**config.mk**
```make
export PLATFORM = sky130hd
export DESIGN_NAME = ibuf_serializer
export DESIGN_NICKNAME = d
export VERILOG_FILES = /design/src/rtl/ibuf_serializer.sv
export SDC_FILE = /design/constraint.sdc
export NUM_CORES = 1
export LEC_CHECK = 0
export BUFFER_PORTS_ARGS = -buffer_cell sky130_fd_sc_hd__buf_4
export CAP_MARGIN = 20
export CELL_PAD_IN_SITES_DETAIL_PLACEMENT = 1
export CELL_PAD_IN_SITES_GLOBAL_PLACEMENT = 1
export CORE_MARGIN = 2
export CORE_UTILIZATION = 50
export DETAILED_ROUTE_END_ITERATION = 12
export GPL_TIMING_DRIVEN = 0
export PLACE_DENSITY = 0.88
export SKIP_CTS_REPAIR_TIMING = 1
export SYNTH_ARGS = -nofsm -noshare
export SYNTH_HDL_FRONTEND = slang
export SYNTH_SLANG_ARGS = --single-unit
export TNS_END_PERCENT = 10
```
**constraint.sdc**
```tcl
create_clock -name CLK -period 2.8 [get_ports CLK]
set_clock_uncertainty 0.15 [all_clocks]
set_input_delay 0.14 -clock CLK [delete_from_list [all_inputs] [get_ports CLK]]
set_output_delay 0.14 -clock CLK [all_outputs]
set_load 0.02 [all_outputs]
```
**src/rtl/ibuf_serializer.sv**
```systemverilog
// Word-wide FIFO feeding a one-element-per-cycle serializer for the MAC array
// feed path; also forwards the Down enable one cycle later as ENDown/ENToss.
module ibuf_serializer #(
  parameter int EW        = 8,
  parameter int NE        = 4,
  parameter int DEPTH     = 4,
  parameter int LSB_FIRST = 0
) (
  input  logic                         CLK,
  input  logic                         RSTN,
  input  logic                         CLR,
  input  logic                         Write,
  input  logic [EW*NE-1:0]             IWord,
  input  logic                         Hold,
  input  logic                         Down,
  output logic                         WReady,
  output logic [EW-1:0]                OD,
  output logic                         OValid,
  output logic                         ENDown,
  output logic                         ENToss,
  output logic [$clog2(DEPTH+1)-1:0]   Count,
  output logic                         Busy,
  output logic                         Ovf
);

  localparam int W  = EW * NE;
  localparam int IW = $clog2(NE + 1);
  localparam int PW = $clog2(DEPTH);

  logic [W-1:0]  mem [DEPTH];
  logic [PW-1:0] wr_ptr;
  logic [PW-1:0] rd_ptr;
  logic [W-1:0]  cur_word;
  // idx == NE means no element of cur_word is pending (serializer idle).
  logic [IW-1:0] idx;
  logic          pending;
  logic          push;
  logic          pop;

  function automatic logic [EW-1:0] pick(input logic [W-1:0] w, input logic [IW-1:0] i);
    logic [EW-1:0] e;
    // NOTE: default assignment first so every path drives e; no latch can be inferred.
    e = '0;
    for (int k = 0; k < NE; k++) begin
      if (IW'(k) == i) e = (LSB_FIRST != 0) ? w[k*EW +: EW] : w[(NE-1-k)*EW +: EW];
    end
    return e;
  endfunction

  assign WReady  = (Count != DEPTH[$clog2(DEPTH+1)-1:0]);
  assign pending = (idx < IW'(NE));
  assign push    = !CLR && Write && WReady;
  assign pop     = !CLR && !Hold && !pending && (Count != '0);
  assign Busy    = (Count != '0) || pending;

  // NOTE: storage array has no reset; occupancy is tracked by Count/pointers, so
  // stale contents are never observable and the RAM stays reset-free.
  always_ff @(posedge CLK) begin
    if (push) mem[wr_ptr] <= IWord;
  end

  // NOTE: all sequential state uses non-blocking assignments so every register
  // samples pre-edge values regardless of statement order.
  always_ff @(posedge CLK or negedge RSTN) begin
    if (!RSTN) begin
      wr_ptr   <= '0;
      rd_ptr   <= '0;
      Count    <= '0;
      cur_word <= '0;
      idx      <= IW'(NE);
      OD       <= '0;
      OValid   <= 1'b0;
      ENDown   <= 1'b0;
      ENToss   <= 1'b0;
      Ovf      <= 1'b0;
    end else if (CLR) begin
      wr_ptr   <= '0;
      rd_ptr   <= '0;
      Count    <= '0;
      cur_word <= '0;
      idx      <= IW'(NE);
      OD       <= '0;
      OValid   <= 1'b0;
      ENDown   <= 1'b0;
      ENToss   <= 1'b0;
      Ovf      <= 1'b0;
    end else begin
      ENDown <= Down;
      ENToss <= Down;
      if (Write && !WReady) Ovf <= 1'b1;
      if (push) wr_ptr <= wr_ptr + 1'b1;
      if (pop)  rd_ptr <= rd_ptr + 1'b1;
      if (push && !pop)      Count <= Count + 1'b1;
      else if (pop && !push) Count <= Count - 1'b1;

      if (!Hold) begin
        if (pending) begin
          OD     <= pick(cur_word, idx);
          OValid <= 1'b1;
          idx    <= idx + IW'(1);
        end else if (Count != '0) begin
          cur_word <= mem[rd_ptr];
          OD       <= pick(mem[rd_ptr], IW'(0));
          OValid   <= 1'b1;
          idx      <= IW'(1);
        end else begin
          OD     <= '0;
          OValid <= 1'b0;
        end
      end
    end
  end

endmodule
```
# After elaboration in Yosys (flattened, before gate mapping)
# Memory sizes are Yosys's and may differ from the RTL's.
# Cells that the tools add are included.
[word_totals] output_inout_bits=17 in_bits=38 regBits=53 mem_bits_rw=128 mem_count=1 word_cells=79
[classes] n_eq_ne=6 addsub=5 n_lt_le_gt_ge=1 reduce_logical=25 n_mux=32
[mem_list] memory="mem" depth=4 word_bits=32 read_ports=1 rd_clocked_by_memory_dff=0 write_ports=1 line_no="30" text="logic [W-1:0] mem [DEPTH];"
[op_table] cell="32-bit 2-to-1 mux" n=4
[op_table] cell="8-bit 2-to-1 mux" n=8
[op_table] cell="3-bit 2-to-1 mux" n=7
[op_table] cell="1-bit 2-to-1 mux" n=9
[op_table] cell="3-bit nonzero test" n=3
[op_table] cell="1-bit logical AND" n=8
[op_table] cell="2-bit 2-to-1 mux" n=4
[op_table] cell="2-bit nonzero test" n=4
[op_table] cell="3-bit by 1-bit adder with 3-bit output (second input constant)" n=2
[op_table] cell="2-bit by 3-bit == test with 1-bit output (first input constant)" n=2
[op_table] cell="1-bit logical NOT" n=6
[op_table] cell="2-bit by 1-bit adder with 2-bit output (second input constant)" n=2
[op_table] cell="2-bit != test (second input constant)" n=2
[op_table] cell="1-bit by 3-bit == test with 1-bit output (first input constant)" n=1
[op_table] cell="3-bit logical NOT" n=1
[op_table] cell="3-bit < comparator (second input constant)" n=1
[op_table] cell="3-bit != test (second input constant)" n=1
[op_table] cell="3-bit AND reduction" n=1
[op_table] cell="3-bit by 1-bit subtractor with 3-bit output (second input constant)" n=1
[op_table] cell="2-bit AND reduction" n=1
[op_table] cell="1-bit logical OR" n=1

# Longest topological paths before layout
[logic_depth] ltp_word=8 ltp_mapped=10

# Worst setup path after synthesis
# No wires, ideal clock.
[synth_path] path_kind="register to register" startpoint="reg Count[1]" endpoint="reg Count[2]" required_ns=2.568 slack_ns=0.230 stages_incl_launch_ff=11 setup_ns=0.082 t_arrival_ns=2.338 path_cell_list="dfrtp_1 nor3_2 nor2_1 buf_4 buf_2 nor3_1 fa_1 or3b_2 o21ai_0 a21oi_1 a31oi_1"
[synth_via] elab_chain_cells=6 elab_cells_between_ends=14 cone_classes="add/sub: 2; eq/ne: 1; mux: 3; reduce/logical: 8"
[synth_rtl] item="start, declared" line_no="21" text="output logic [$clog2(DEPTH+1)-1:0] Count,"
[synth_rtl] item="start signal, assigned" line_no="93" text="if (push && !pop) Count <= Count + 1'b1;"
[synth_rtl] item="start signal, assigned" line_no="94" text="else if (pop && !push) Count <= Count - 1'b1;"
[synth_rtl] item="branches (longest 6 deep; another with 3-bit by 1-bit subtractor with 3-bit output)"
# Several ways; the timed one is not identified. The select of a mux whose other input is x is not followed.
# A chain may end at the register's enable or synchronous reset.

# Worst setup path after layout
[layout_path] startpoint="reg idx[2]" endpoint="reg Count[2]"
[layout_via] elab_chain_cells=8 elab_cells_between_ends=10 cone_classes="order compare: 1; mux: 2; reduce/logical: 7"
[layout_rtl] item="start, declared" line_no="35" text="logic [IW-1:0] idx;"
[layout_rtl] item="start signal, assigned" line_no="70" text="idx <= IW'(NE);"
[layout_rtl] item="start signal, assigned" line_no="81" text="idx <= IW'(NE);"
[layout_rtl] item="start signal, assigned" line_no="100" text="idx <= idx + IW'(1);"
[layout_rtl] item="3-bit < comparator (*)" line_no="51" text="assign pending = (idx < IW'(NE));"
[layout_rtl] item="1-bit logical NOT (*)" line_no="53" text="assign pop = !CLR && !Hold && !pending && (Count != '0);"
[layout_rtl] item="1-bit logical AND (*) (2 in series)" line_no="53"
[layout_rtl] item="1-bit logical NOT" line_no="93"
[layout_rtl] item="1-bit logical AND" line_no="93"
[layout_rtl] item="3-bit 2-to-1 mux" line_no="93"
[layout_rtl] item="3-bit 2-to-1 mux" line_no="76" text="end else if (CLR) begin"
# Every way passes the cells marked *; elsewhere a longest branch is shown, timed or not.

==> results.txt <==
* Status: complete, no violations
* Critical Path Sink Type: flip-flop
- Average wire length per cell after detail routing: 22.18 microns
- The floorplan step set the die width to 124.8 microns.
- After synthesis, the netlist uses 41 different library cells.
- TritonCTS built the clock tree.
* Post-synth top flop: sky130_fd_sc_hd__edfxtp_1
- Setup violations remaining at the end of the flow were counted as 0.
- In the final layout, the multi-input gates occupy between 0.0015 and 0.002 sq mm.
- Across the VDD grid, the largest voltage drop is 0.4874 mV.
- Register-to-register setup slack: 0.23 ns
* Post-synthesis sequential area ratio: 70.89%
* Detailed-route vias per instance: ~5.6
- The die covers 0.01557 sq mm.
- RSZ-0062 raised after global routing: false
* Synth Net Count: 529
- The initial antenna violation count is 0.
- Summed over all instances, the cell type with the most area after synthesis is sky130_fd_sc_hd__edfxtp_1.
* Number of storage elements in the synthesis netlist: 181
- Fmax achieved: 0.3894 GHz
- Summed over all layers, the global routing overflow is 0.
* Worst hold path cell count: 3
- Global-route wire length before repair: between 20000 and 30000 microns
- Least-Margin Pin Slew: 0.9512 ns
* Startpoint Class: flip-flop
* Count of antenna diodes in the layout: 0
- The cell sitting at the root of the clock tree is a sky130_fd_sc_hd__clkbuf_16.
- Max-Slew Margin vs Limit: 36.59%
- Of the cells placed in the final design, the portion with a size suffix greater than 1 is between 20% and 30%.
* Worst skew pair latency: 0.44 ns
- Clock tree synthesis found a total of 181 sinks.
- Least setup slack across all paths after layout: ~0.23 ns
* Detailed-route via count: 4405
- Starting DRC count in detailed routing: 339
- Most common cell in the netlist: sky130_fd_sc_hd__edfxtp_1
- Post-layout nets: 638
* Cell Area, Synth: 0.007294 sq mm
- Routability cong.: 0.9200
* PortBufs: 53
- The worst hold path begins at CLR.
* Share of the clock period used by the worst path after layout: 91.71%
- Clock-pin slew was measured on the worst setup and hold paths at 0.07 ns.
- Origin of the critical flop-to-flop path: idx[2]$_DFFE_PN1P_
- The core region is 0.01437 sq mm.
* Drt first pass iters: 4
- Area growth from synthesis to layout: 21.82%
* Share of synthesized registers carrying an async set or reset: 29.28%
- Total routing usage reported by global routing: 23.24%
- Top cell type's share of synthesized area: 52.69%
* Kind of critical path: reg2reg
- Vias in the first global route: around 5000
- Maximum number of pins on one net before global-route repair: 54
* Capture point of the worst reg-to-reg path: Count[2]$_DFFE_PN0P_
- Hold endpoint: Count[0]$_DFFE_PN0P_
* Final count of hold timing violations: 0
- Data arrives at the worst endpoint at 2.70 ns.
- The floorplan step set the die height to roughly 120 microns.
* Leading post-synthesis cells by instance count: 128 x sky130_fd_sc_hd__edfxtp_1, 108 x sky130_fd_sc_hd__nand2_1, 52 x sky130_fd_sc_hd__dfrtp_1, 32 x sky130_fd_sc_hd__mux4_2, 29 x sky130_fd_sc_hd__a21oi_1
- Synth top area cells: sky130_fd_sc_hd__edfxtp_1 53%, sky130_fd_sc_hd__dfrtp_1 18%, sky130_fd_sc_hd__mux4_2 9.9%
- Detailed-route wire length: 17480 microns
- In this run, CTS created clock tree buffers numbering 17.
- Number of buffers between clock root and the deepest sink: 2
- The tool flagged a number of max-cap violations equal to 0.
- Storage cell area: ~0.0052 sq mm
* Final critical-path required period: 2.568 ns
- After detailed routing, the number of remaining DRC violations is 0.
- Yosys printed 0 warnings.
- After floorplanning, the core was divided into 44 placement rows.
- Placement Setup Slack: -0.07649 ns
- Of all nets on the critical path, the largest fanout is 10.
* Filler cells: 1312
* EDFF count, synth: between 100 and 150
- Cells fill 61.84% of the core in the end.
- Launch point of the critical path: idx[2]$_DFFE_PN1P_
- The clock tree synthesis step divided the H-tree into 4 levels.
- The tightest min-delay check is of the in2reg type.
- Worst R2R Path Depth: 10
- Leakage dissipation: 3.315 nW
- In this run the remaining antenna-violating nets after routing total 0.
* Worst path required time: 2.94 ns
- Detailed-placement wirelength estimate: between 10000 and 15000 microns
- Summed over all failing endpoints, the final setup total negative slack is 0 ns.
- The final count of pins violating max slew is 0.
- Dividing the synthesized area by the synthesized cell count gives between 15 and 20 sq um.
- Dividing total power by cell area gives a power density of 864.3 mW/mm^2.
- For this configuration, the core starts out at a cell density of between 50% and 60%.
* Number of I/O pins: 55
- The cell count after synthesis came out at 482.
==> layout make-up <==
| cell class | instances | area share [%] |
|---|---|---|
| Tap cell | 184 | 2.591 |
| Inverter | 10 | 0.4224 |
| Clock buffer | 17 | 4.787 |
| Sequential cell | 181 | 58.21 |
| Clock inverter | 15 | 1.619 |
| Buffer | 24 | 1.591 |
| Timing Repair Buffer | 90 | 8.617 |
| Multi-Input combinational cell | 267 | 22.16 |
==> how the worst max path moves through the flow <==
stage | endpoint | slack [ns] | cells past startpoint
after floorplan | Count[2]$_DFFE_PN0P_ | 0.23 | 10
after global placement | mem[0][1]$_DFFE_PP_ | -0.06 | 3
after detailed placement | Count[2]$_DFFE_PN0P_ | -0.08 | 10
after CTS | Count[2]$_DFFE_PN0P_ | -0.1 | 10
after global routing | Count[2]$_DFFE_PN0P_ | 0.03 | 10
final | Count[2]$_DFFE_PN0P_ | 0.23 | 10
==> cells by family (layout without fill, tap and decap cells) <==
| logic type | count (synthesis) | count (layout) | share of synthesized area [%] |
|---|---|---|---|
| flops | 181 | 181 | 70.89 |
| simple gates | 167 | 167 | 10.21 |
| compound gates | 52 | 52 | 4.065 |
| mux | 35 | 35 | 10.34 |
| buf+inv | 34 | 156 | 2.367 |
| fa+ha+maj | 9 | 9 | 1.647 |
| xor+xnor | 4 | 4 | 0.4804 |
==> through the flow <==
stage          total power, W  hold slack [ns]  instance area (sq um)  cells
4_1_cts              0.007627          -0.3719                   8497    751
2_1_floorplan        0.004680          -0.3056                   7295    482
5_1_grt              0.008029          0.05130                   8886    788
3_5_place_dp         0.005316          0.08576                   7928    719
6_report             0.007680          0.02466                   8886    788
3_3_place_gp         0.005170          0.06104                   7923    719
==> routing by layer <==
layer | vias to the layer above | track usage [%] | routed length, microns
met1 | 2261 | 29.86 | 7096
met4 | 0 | 9.716 | 450
met3 | 39 | 4.510 | 746
li1 | 1980 | - | -
met5 | - | 0 | 0
met2 | 125 | 39.05 | 9182
==> report_power, final <==
| part | switching [W] | total, W | internal (W) |
|---|---|---|---|
| logic | 0.00109 | 0.00195 | 0.000863 |
| registers | 0.000205 | 0.00341 | 0.00320 |
| clock network | 0.00107 | 0.00232 | 0.00125 |
==> worst max-delay path: stages (launching register included) <==
cell                       delay, ns
sky130_fd_sc_hd__dfstp_2        0.60
sky130_fd_sc_hd__nand2b_1       0.11
sky130_fd_sc_hd__nor2_2         0.16
sky130_fd_sc_hd__buf_6          0.17
sky130_fd_sc_hd__buf_4          0.21
sky130_fd_sc_hd__nor3_2         0.06
sky130_fd_sc_hd__fa_1           0.42
sky130_fd_sc_hd__or3b_2         0.20
sky130_fd_sc_hd__o21ai_0        0.07
sky130_fd_sc_hd__a21oi_1        0.16
sky130_fd_sc_hd__a31oi_1        0.11
==> state kept, by name, summed over array words and instances, names as in the netlist <==
signal    flops
OValid        1
Ovf           1
OD            8
cur_word     32
ENToss        1
rd_ptr        2
Count         3
idx           3
mem         128
wr_ptr        2
==> placed cells by master (no fill, tap or decap), drive strengths merged, types with 2 or more instances in the layout <==
| cell type | count |
|---|---|
| edfxtp | 128 |
| nand2 | 109 |
| buf | 69 |
| dfrtp | 52 |
| dlygate4sd3 | 36 |
| mux4 | 32 |
| a21oi | 30 |
| clkbuf | 26 |
| nand3 | 18 |
| inv | 17 |
| nor2 | 14 |
| nor2b | 9 |
| o21ai | 9 |
| o211ai | 8 |
| ha | 8 |
| and2 | 4 |
| nor3 | 4 |
| clkinv | 4 |
| xnor2 | 3 |
| clkinvlp | 3 |
| mux2 | 3 |
| nand4 | 2 |
| nor3b | 2 |
Power figures use the tool's default switching activity.
